$ cat config.mk
export PLATFORM = sky130hd
export DESIGN_NAME = gate_multi_multi_seq
export DESIGN_NICKNAME = d
export VERILOG_FILES = /design/src/rtl/gate_multi_multi_seq.sv
export SDC_FILE = /design/constraint.sdc
export NUM_CORES = 1
export LEC_CHECK = 0
export CAP_MARGIN = 20
export CORE_AREA = 2 2 39 41
export DETAILED_ROUTE_END_ITERATION = 10
export DIE_AREA = 0 0 41 43
export GPL_TIMING_DRIVEN = 0
export PLACE_DENSITY = 0.64
export SYNTH_ARGS = -nofsm -noshare
export SYNTH_HDL_FRONTEND = slang
export SYNTH_SLANG_ARGS = --single-unit
export TNS_END_PERCENT = 30
$ cat constraint.sdc
create_clock -name clk -period 1.59 [get_ports clk]
set_input_delay 0.3975 -clock clk [delete_from_list [all_inputs] [get_ports clk]]
set_output_delay 0.3975 -clock clk [all_outputs]
set_load 0.02 [all_outputs]
$ cat src/rtl/gate_multi_multi_seq.sv
// gate_multi_multi_seq
//   Multi-input, multi-output logic gate with a runtime-selectable function,
//   a registered result and a sequential trigger dispatcher. When the
//   registered result changes, trig pulses one line per cycle in index order.
//   Changes that arrive during a round coalesce into one follow-on round.
//
//   Optional feature macro: GATE_FIRE_COUNT_EN
//     Defined   -> adds output fire_count[15:0], a saturating count of
//                  completed dispatch rounds.
//     Undefined -> no fire_count port or counter.
module gate_multi_multi_seq #(
    parameter int INPUT_COUNT  = 2,
    parameter int OUTPUT_COUNT = 2
) (
    input  logic                    clk,
    input  logic                    logic_reset,
    input  logic [2:0]              mode_in,
    input  logic                    mode_we,
    input  logic [INPUT_COUNT-1:0]  in,
    output logic [2:0]              mode,
    output logic [OUTPUT_COUNT-1:0] out,
    output logic [OUTPUT_COUNT-1:0] trig,
`ifdef GATE_FIRE_COUNT_EN
    output logic                    busy,
    output logic [15:0]             fire_count
`else
    output logic                    busy
`endif
);

    // Dispatcher index needs at least one bit even for a single output.
    localparam int IDX_W = (OUTPUT_COUNT > 1) ? $clog2(OUTPUT_COUNT) : 1;
    localparam logic [IDX_W-1:0] IDX_LAST = IDX_W'(OUTPUT_COUNT - 1);

    // Population count must hold the value INPUT_COUNT itself.
    localparam int CNT_W = $clog2(INPUT_COUNT + 1);

    typedef enum logic [2:0] {
        MODE_AND    = 3'd0,
        MODE_OR     = 3'd1,
        MODE_XOR    = 3'd2,
        MODE_NAND   = 3'd3,
        MODE_NOR    = 3'd4,
        MODE_XNOR   = 3'd5,
        MODE_PARITY = 3'd6,
        MODE_HOLD   = 3'd7
    } gate_mode_e;

    typedef enum logic {
        ST_IDLE = 1'b0,
        ST_FIRE = 1'b1
    } disp_state_e;

    gate_mode_e         mode_q;
    logic               res_q;
    logic               result_c;
    logic               change_c;
    logic [CNT_W-1:0]   ones_c;
    logic               one_set_c;

    disp_state_e        state_q, state_d;
    logic [IDX_W-1:0]   idx_q, idx_d;
    logic               pend_q, pend_d;
    logic               round_done_c;

    // ------------------------------------------------------------------
    // Gate evaluation
    // ------------------------------------------------------------------

    // Count set inputs; XOR/XNOR are defined as "exactly one set", not
    // as a reduction XOR, so a real population count is required.
    always_comb begin
        // NOTE: every combinational output gets a default before any
        // branch so no path leaves it unassigned (which would infer a latch).
        ones_c = '0;
        for (int i = 0; i < INPUT_COUNT; i++) begin
            ones_c = ones_c + CNT_W'(in[i]);
        end
    end

    assign one_set_c = (ones_c == CNT_W'(1));

    // Select the gate function; HOLD simply feeds the register back.
    always_comb begin
        result_c = res_q;
        unique case (mode_q)
            MODE_AND:    result_c = &in;
            MODE_OR:     result_c = |in;
            MODE_XOR:    result_c = one_set_c;
            MODE_NAND:   result_c = ~(&in);
            MODE_NOR:    result_c = ~(|in);
            MODE_XNOR:   result_c = ~one_set_c;
            MODE_PARITY: result_c = ^in;
            MODE_HOLD:   result_c = res_q;
            default:     result_c = res_q;
        endcase
    end

    // A change is the registered result about to flip at this edge.
    assign change_c = result_c ^ res_q;

    // ------------------------------------------------------------------
    // Mode and result registers
    // ------------------------------------------------------------------

    // Mode register: a write takes effect for evaluation from the next cycle.
    always_ff @(posedge clk or posedge logic_reset) begin
        // NOTE: sequential state uses non-blocking assignments so every
        // register samples pre-edge values regardless of block ordering.
        if (logic_reset) begin
            mode_q <= MODE_AND;
        end else if (mode_we) begin
            mode_q <= gate_mode_e'(mode_in);
        end
    end

    // Result register: follows the gate output every edge.
    always_ff @(posedge clk or posedge logic_reset) begin
        if (logic_reset) begin
            res_q <= 1'b0;
        end else begin
            res_q <= result_c;
        end
    end

    // ------------------------------------------------------------------
    // Dispatcher
    // ------------------------------------------------------------------

    // Dispatcher state register: state, firing index and pending flag.
    always_ff @(posedge clk or posedge logic_reset) begin
        if (logic_reset) begin
            state_q <= ST_IDLE;
            idx_q   <= '0;
            pend_q  <= 1'b0;
        end else begin
            state_q <= state_d;
            idx_q   <= idx_d;
            pend_q  <= pend_d;
        end
    end

    // Dispatcher next state: start on a change, walk the index, and either
    // restart immediately (pending or a change on the final edge) or idle.
    always_comb begin
        state_d      = state_q;
        idx_d        = idx_q;
        pend_d       = pend_q;
        round_done_c = 1'b0;
        unique case (state_q)
            ST_IDLE: begin
                idx_d  = '0;
                pend_d = 1'b0;
                if (change_c) begin
                    state_d = ST_FIRE;
                end
            end
            ST_FIRE: begin
                if (idx_q == IDX_LAST) begin
                    round_done_c = 1'b1;
                    idx_d        = '0;
                    pend_d       = 1'b0;
                    // A change on the final edge is served by the round
                    // starting now, exactly as a change seen from IDLE.
                    if (pend_q || change_c) begin
                        state_d = ST_FIRE;
                    end else begin
                        state_d = ST_IDLE;
                    end
                end else begin
                    idx_d = idx_q + 1'b1;
                    if (change_c) begin
                        pend_d = 1'b1;
                    end
                end
            end
            default: begin
                state_d = ST_IDLE;
                idx_d   = '0;
                pend_d  = 1'b0;
            end
        endcase
    end

    // Trigger decode: one-hot of the index while firing, zero when idle.
    always_comb begin
        trig = '0;
        for (int k = 0; k < OUTPUT_COUNT; k++) begin
            trig[k] = (state_q == ST_FIRE) && (idx_q == IDX_W'(k));
        end
    end

`ifdef GATE_FIRE_COUNT_EN
    logic [15:0] fire_cnt_q;

    // Completed-round counter, saturating at all-ones.
    always_ff @(posedge clk or posedge logic_reset) begin
        if (logic_reset) begin
            fire_cnt_q <= '0;
        end else if (round_done_c && (fire_cnt_q != 16'hFFFF)) begin
            fire_cnt_q <= fire_cnt_q + 16'd1;
        end
    end

    assign fire_count = fire_cnt_q;
`endif

    // ------------------------------------------------------------------
    // Outputs
    // ------------------------------------------------------------------
    assign mode = mode_q;
    assign out  = {OUTPUT_COUNT{res_q}};
    assign busy = (state_q == ST_FIRE);

endmodule

== Word-level counts from Yosys, hierarchy flattened ==
Index checks and enable logic that the tools add are counted.
Widths: inputs -> output; s select.

* Bits in registers: 7
* Output and inout bits: 8
* Input port bits: 8

* Add/sub/neg operators: 2
* Bitwise logic cells: 6
* Mux-type cells: 10
* Equal/unequal tests: 9
* Reduce and logical (&&, ||, !) cells: 7

{| class="wikitable"
|+ Operators with widths
! operator !! count
|-
| $eq 3x3->1 const B || 4
|-
| $pmux 1 s8 || 1
|-
| $eq 3x2->1 const B || 2
|-
| $mux 1 || 6
|-
| $pmux 1 s2 || 3
|-
| $not 1->1 || 5
|-
| $eq 3x1->1 const B || 1
|-
| $logic_not 3->1 || 1
|-
| $ne 3x2->1 const B || 1
|-
| $add 1x1->2 || 1
|-
| $eq 2x1->1 const B || 1
|-
| $logic_and 1x1->1 || 2
|-
| $reduce_and 2->1 || 1
|-
| $reduce_or 2->1 || 1
|-
| $reduce_xor 2->1 || 1
|-
| $add 1x1->1 const B || 1
|-
| $logic_or 1x1->1 || 1
|-
| $xor 1x1->1 || 1
|}

== Depth between registers and ports, before layout ==
Gate-level depths: netlist of run 1.

* Word-level depth: 9
* Depth in mapped cells: 6
* Depth with buffers taken out: 6

== Least setup slack after synthesis of run 1 ==
OpenSTA, ideal clock, no wires.

* Path kind: input port to flip-flop
* From: input in[0]
* To: register pend_q
* Setup slack: -0.234 ns
* Arrival: 1.728 ns
* Library setup time: 0.096 ns
* Stages on the path: 6
* Cell sequence: inv_1 > ha_1 > nor2b_4 > o211a_1 > or4_1 > a311oi_2

* Word-level cells in the longest chain between the ends: 6

{| class="wikitable"
|+ Ends and longest elaborated chain
! what !! RTL line !! source
|-
| from (decl) || 19 || <nowiki>input logic [INPUT_COUNT-1:0] in,</nowiki>
|-
| $add 1x1->2 || 77 || <nowiki>ones_c = ones_c + CNT_W'(in[i]);</nowiki>
|-
| $eq 2x1->1 || 81 || <nowiki>assign one_set_c = (ones_c == CNT_W'(1));</nowiki>
|-
| $not 1->1 || 92 || <nowiki>MODE_XNOR: result_c = ~one_set_c;</nowiki>
|-
| $pmux 1 s8 (*) || 86 || <nowiki>unique case (mode_q)</nowiki>
|-
| $xor 1x1->1 (*) || 100 || <nowiki>assign change_c = result_c ^ res_q;</nowiki>
|-
| $ne 3x2->1 (no source line) (*) || - ||
|-
| to (signal assigned) || 139 || <nowiki>pend_q <= pend_d;</nowiki>
|-
| to (decl) || 63 || <nowiki>logic pend_q, pend_d;</nowiki>
|}

Every way passes the cells marked *; elsewhere a longest branch is shown, timed or not.
A chain may end at the register's enable or synchronous reset.

== Worst setup path in the final report of run 1 ==
Same ends and word-level chain as after synthesis.

==> flow_summary.yaml, run 1 <==
outcome:
  status: "finished, violations left"
  violations: "setup timing"
setup_path:
  worst_path_largest_cell_delay_ps: 550
  r2r_cells: 4
  crit_buf_inv: 2
  cp_top_family: "simple AND/OR/NAND/NOR gates"
  worstReg2RegStart: "mode[0]$_DFFE_PP0P_"
  cp_max_fo: 2
  end_kind: "flip-flop"
  cp_cell_sequence: "buf_2 > inv_2 > ha_4 > nor2b_4 > o211a_1 > or4_4 > a311oi_2"
  critical_path_class: "in -> reg"
  worstPathArrival_ps: 1870
  worst_path_max_delay_cell: "or4_4"
  r2r_slack_ps: -120
  required_ps: 1750
  reg2reg_to: "pend_q$_DFFE_PP0P_"
  start_kind: "primary input"
route:
  dr_wl_met3_um: 56
  vias: 363
  totalWireLength_um: 973
  drtIter0Drc: 0
  met1_length_um: 390
  vias_per_cell: 4.54
  drc_errors: 0
  routedWlPerCell_um: 12.2
  highest_layer: "met4"
  final_antenna_net_count: 0
  first_pass_iters: 1
  met2WireLength_um: 510
final_layout:
  finalNetCount: 75
  layout-drive-gt1-share_pct: 51.6
  area_growth_pct: 69.4
  stdcell_count: 80
  n_antenna_cell: 0
  fill_cells: 142
yosys:
  seq_area_frac_synth_pct: 43.2
  synth-seq-cells: 7
  synth_edf_count: 0
  syn_area_per_cell_um2: 10.1
  yosys.area.top_type: "dfrtp_1"
  synth_common_cells: "7 x dfrtp_1, 7 x inv_1, 3 x buf_4"
  netlist_instances: 40
  synth_area_um2: 405
  synth_top_cell_area_share_pct: 43.2
  synth_nets: 50
  ys_types: 21
  ys.flop_type: "dfrtp_1"
  ys_warn_count: 0
  synth_area_leaders: "dfrtp_1 43%, inv_1 6.5%, ha_1 6.2%"
  async_reset_ff_share_pct: 100
clock_tree:
  cts.sinks: 7
  htreeDepth: 1
  cts_root_buffer: "clkbuf_4"
  clk_latency_ps: 250
  cts_tree: "yes"
  clock_path_buffers: 2
  cts.reportedPaths.clkPinSlew_ps: 50
  cts_buffers: 3
run:
  cap_violations: 0
die:
  start_util_pct: 29.3
  pin_count: 16
  std_cell_rows: 14
  die_h_um: 43
  dieWidth_um: 41
  core-area_mm2: 0.00138
  die-area_mm2: 0.00176
sta:
  rsz0062_at_grt: "true"
  setup_viol: 2
  slew_headroom_pct: 75.4
  final.period_utilization_pct: 108
  hold_viol: 0
  worst_slack_ps: -125
  tightest_slew_ps: 369
  fin_crit_ps: 1710
  drv_slew: 0
  fmax_mhz: 583
  skew_ps: 7.96
placement:
  dp_cells: 71
  gp_congestion: 0.674
  dpl.hpwl_um: 591
  io_buffer_count: 15
min_path:
  hp-class: "in -> async"
grt:
  grt_max_degree: 9
  grt_usage_pct: 12.4
  antenna_found_initial: 0
  grt_pass1_vias: 343
  grt_first_pass_wirelength_mm: 1.44
  grt_overflow: 0
power:
  p_per_area_mw_per_mm2: 1220
  total_power_mw: 0.838
  ir_drop_mv: 0.430
  p_leak_nw: 0.328
==> report_power, final <==
| part | internal (mW) | switching [mW] | total, mW |
|---|---|---|---|
| clock network | 0.0957 | 0.0643 | 0.160 |
| registers | 0.225 | 0.0486 | 0.274 |
| logic | 0.207 | 0.197 | 0.404 |
| total | 0.528 | 0.310 | 0.838 |
==> timing repair <==
action / 4_1_cts / 5_1_grt
pin swaps: 1 / 4
gates resized for setup: 23 / 11
setup endpoints to repair: 11 / 5
setup buffers: 1 / 4
hold buffers: 0 / 0
==> kinds of logic after synthesis <==
logic type | share of synthesized area, %
compound gates | 16.4
fa+ha+maj | 6.17
buf+inv | 12.0
flops | 43.2
mux | 5.56
simple gates | 16.7
==> how the worst max path moves through the flow <==
stage          slack (ps)  cells after the start                start            endpoint
6_report             -120                      7                in[0]  pend_q$_DFFE_PP0P_
5_1_grt              -170                      4  mode[0]$_DFFE_PP0P_  pend_q$_DFFE_PP0P_
4_1_cts               -90                      7                in[1]  pend_q$_DFFE_PP0P_
3_5_place_dp         -690                      7                in[1]  pend_q$_DFFE_PP0P_
3_3_place_gp         -690                      7                in[0]  pend_q$_DFFE_PP0P_
2_1_floorplan        -130                      6                in[0]  pend_q$_DFFE_PP0P_
==> layout make-up <==
type	instances	area (µm²)	share of cell area (%)
multi-input cells	23	240	35.0
plain buffers	3	22.5	3.28
clock buffers	4	26.3	3.83
repair buffers	20	175	25.5
flip-flops and latches	7	176	25.7
well taps	16	20.0	2.91
inverters	7	26.3	3.83
==> per-stage QoR <==
step	cell area (µm²)	TNS (ps)	hold WS [ps]	utilization (%)	worst slack [ps]
global placement	592	-1780	480	42.8	-689
CTS	646	-116	380	46.7	-93.5
detailed placement	592	-1810	489	42.8	-690
floorplan	422	-126	201	-	-126
finish	687	-152	375	49.6	-125
global route	687	-242	407	49.6	-174
==> registers in the layout, indices dropped and copies added (netlist names) <==
| name | cells |
|---|---|
| idx_q | 1 |
| mode | 3 |
| busy | 1 |
| res_q | 1 |
| pend_q | 1 |
==> cell usage in the layout, fill, tap and decap left out, drive strengths merged <==
cell / count
clkbuf: 4
and2: 1
a21o: 1
a311oi: 1
or4: 1
nor2: 2
or3: 1
o21ai: 2
o31ai: 1
nand3: 1
nor2b: 2
a2111oi: 1
clkdlybuf4s15: 1
o211a: 1
buf: 13
a31oi: 1
inv: 7
ha: 2
nand2: 2
mux2: 2
or2: 1
clkdlybuf4s50: 5
dlygate4sd2: 4
dfrtp: 7
==> layer usage <==
metal	vias to the layer above	global-route usage, %
met3	2	6.28
li1	181	-
met5	-	0
met1	164	15.5
met4	0	4.00
met2	16	18.1
(Power assumes the default switching activity.)
==> inputs of run 2 (changes only) <==
- PLACE_DENSITY: 0.64 -> 0.61
- clock period: 1.59 -> 1.6 ns (I/O delays scaled with it)
==> run 2 against run 1 <==
The run still ends with setup timing left. Register-to-register slack better by 80 ps. Hold slack better by 3.5 ps. Clock power hardly changed. First-iteration DRC count did not move. Combinational power fell by 11%. Clock skew down 6.7 ps. Cell count down 3.8%. Wire length down 20%. Worst setup slack better by 84 ps. Power is 6.0% lower. Largest cell class unchanged. Highest routed layer is now met3.
==> flow_summary.yaml, run 2 (same netlist as run 1, synthesis figures left out) <==
final_layout:
  largest_reg_flops: 3
  finalNetCount: 72
  finalCoreUtilization_pct: 45.0
  final_cell_mix: "8 x buf_4, 6 x dfrtp_1, 5 x inv_1, 5 x clkdlybuf4s50_1, 5 x dlygate4sd2_1"
  fin_area_um2: 623
  final_common_cell: "buf_4"
  area_growth_pct: 53.7
  stdcell_count: 77
  n_antenna_cell: 0
  layout-drive-gt1-share_pct: 44.3
setup_path:
  worst_path_largest_cell_delay_ps: 540
  end_kind: "flip-flop"
  cp_max_fo: 2
  start_kind: "primary input"
  crit_buf_inv: 2
  r2r_slack_ps: -40
  worstPathArrival_ps: 1800
  r2r_cells: 4
  crit_cells: 7
  reg2reg_to: "pend_q$_DFFE_PP0P_"
  worst_path_max_delay_cell: "or4_4"
  critical_path_class: "in -> reg"
  required_ps: 1760
  cp_top_family: "simple AND/OR/NAND/NOR gates"
  crit_end: "pend_q$_DFFE_PP0P_"
  worstReg2RegStart: "mode[0]$_DFFE_PP0P_"
  cp_cell_sequence: "buf_2 > inv_2 > ha_4 > nor2b_4 > o211a_1 > or4_4 > a311oi_2"
  startpoint: "in[1]"
route:
  vias_per_cell: 4.48
  drtIter0Drc: 0
  first_pass_iters: 1
  routedWlPerCell_um: 10.1
  totalWireLength_um: 775
  final_antenna_net_count: 0
  vias: 345
  drc_errors: 0
outcome:
  status: "finished, violations left"
  violations: "setup timing"
placement:
  dpl.hpwl_um: 577
  dp_cells: 71
  place_area_um2: 592
  dpl_worst_slack_ps: -686
  io_buffer_count: 15
  gp_congestion: 0.698
sta:
  rsz0062_at_grt: "true"
  tightest_slew_ps: 432
  holdWs_ps: 378
  fmax_mhz: 610
  worst_slack_ps: -40.5
  setup_viol: 2
  slew_headroom_pct: 71.1
  skew_ps: 1.27
  drv_slew: 0
  hold_viol: 0
  final.period_utilization_pct: 103
  fin_crit_ps: 1640
  setup_tns_ps: -69.9
grt:
  use_met2_pct: 13.8
  use_met3_pct: 6.28
  grt_max_degree: 9
  grt_overflow: 0
  antenna_found_initial: 0
  grt_usage_pct: 10.3
  busiest_layer: "met2"
  use_met1_pct: 12.2
  grt_first_pass_wirelength_mm: 1.19
  grt_pass1_vias: 297
die:
  std_cell_rows: 14
  core-area_mm2: 0.00138
  die_h_um: 43
  start_util_pct: 29.3
  pin_count: 16
  dieWidth_um: 41
  die-area_mm2: 0.00176
clock_tree:
  cts.reportedPaths.clkPinSlew_ps: 50
  clock_path_buffers: 2
  cts_root_buffer: "clkbuf_4"
  htreeDepth: 1
  clk_latency_ps: 250
  cts_tree: "yes"
  cts.sinks: 7
  cts_buffers: 3
min_path:
  hp-class: "in -> async"
power:
  p_leak_nw: 0.310
  ir_drop_mv: 0.443
  p_per_area_mw_per_mm2: 1260
  total_power_mw: 0.787
run:
  cap_violations: 0
## run 2: cell type report
type	count	area, µm²
tap	16	20.0
clock buffer	4	26.3
fill	143	761
multi-input combinational	23	210
sequential	7	176
inverter	7	26.3
buffer	3	22.5
timing repair buffer	17	141
## run 2: worst min path at each step
stage	end	slack, ps	cells past startpoint
5_1_grt	busy$_DFF_PP0_	390	2
6_report	idx_q$_DFF_PP0_	380	2
2_1_floorplan	busy$_DFF_PP0_	200	1
4_1_cts	idx_q$_DFF_PP0_	380	2
3_5_place_dp	pend_q$_DFFE_PP0P_	490	1
3_3_place_gp	pend_q$_DFFE_PP0P_	480	1
## run 2: report_power, final
part           leakage [nW]  switching [mW]  internal (mW)
clock                0.0150          0.0646         0.0951
sequential           0.0822          0.0426          0.224
combinational         0.213           0.174          0.187
## run 2: timing repair
item / in CTS / in global routing
hold buffers: 0 / 0
gates cloned: 0 / 0
pin swaps: 2 / 3
buffers inserted: 1 / 1
setup endpoints to repair: 11 / 4
resized for setup: 19 / 6
## run 2: metal layers
metal / vias up / wire length (µm)
li1: 173 / -
met1: 161 / 337
met2: 11 / 382
met3: 0 / 55
met4: 0 / 0
met5: - / 0
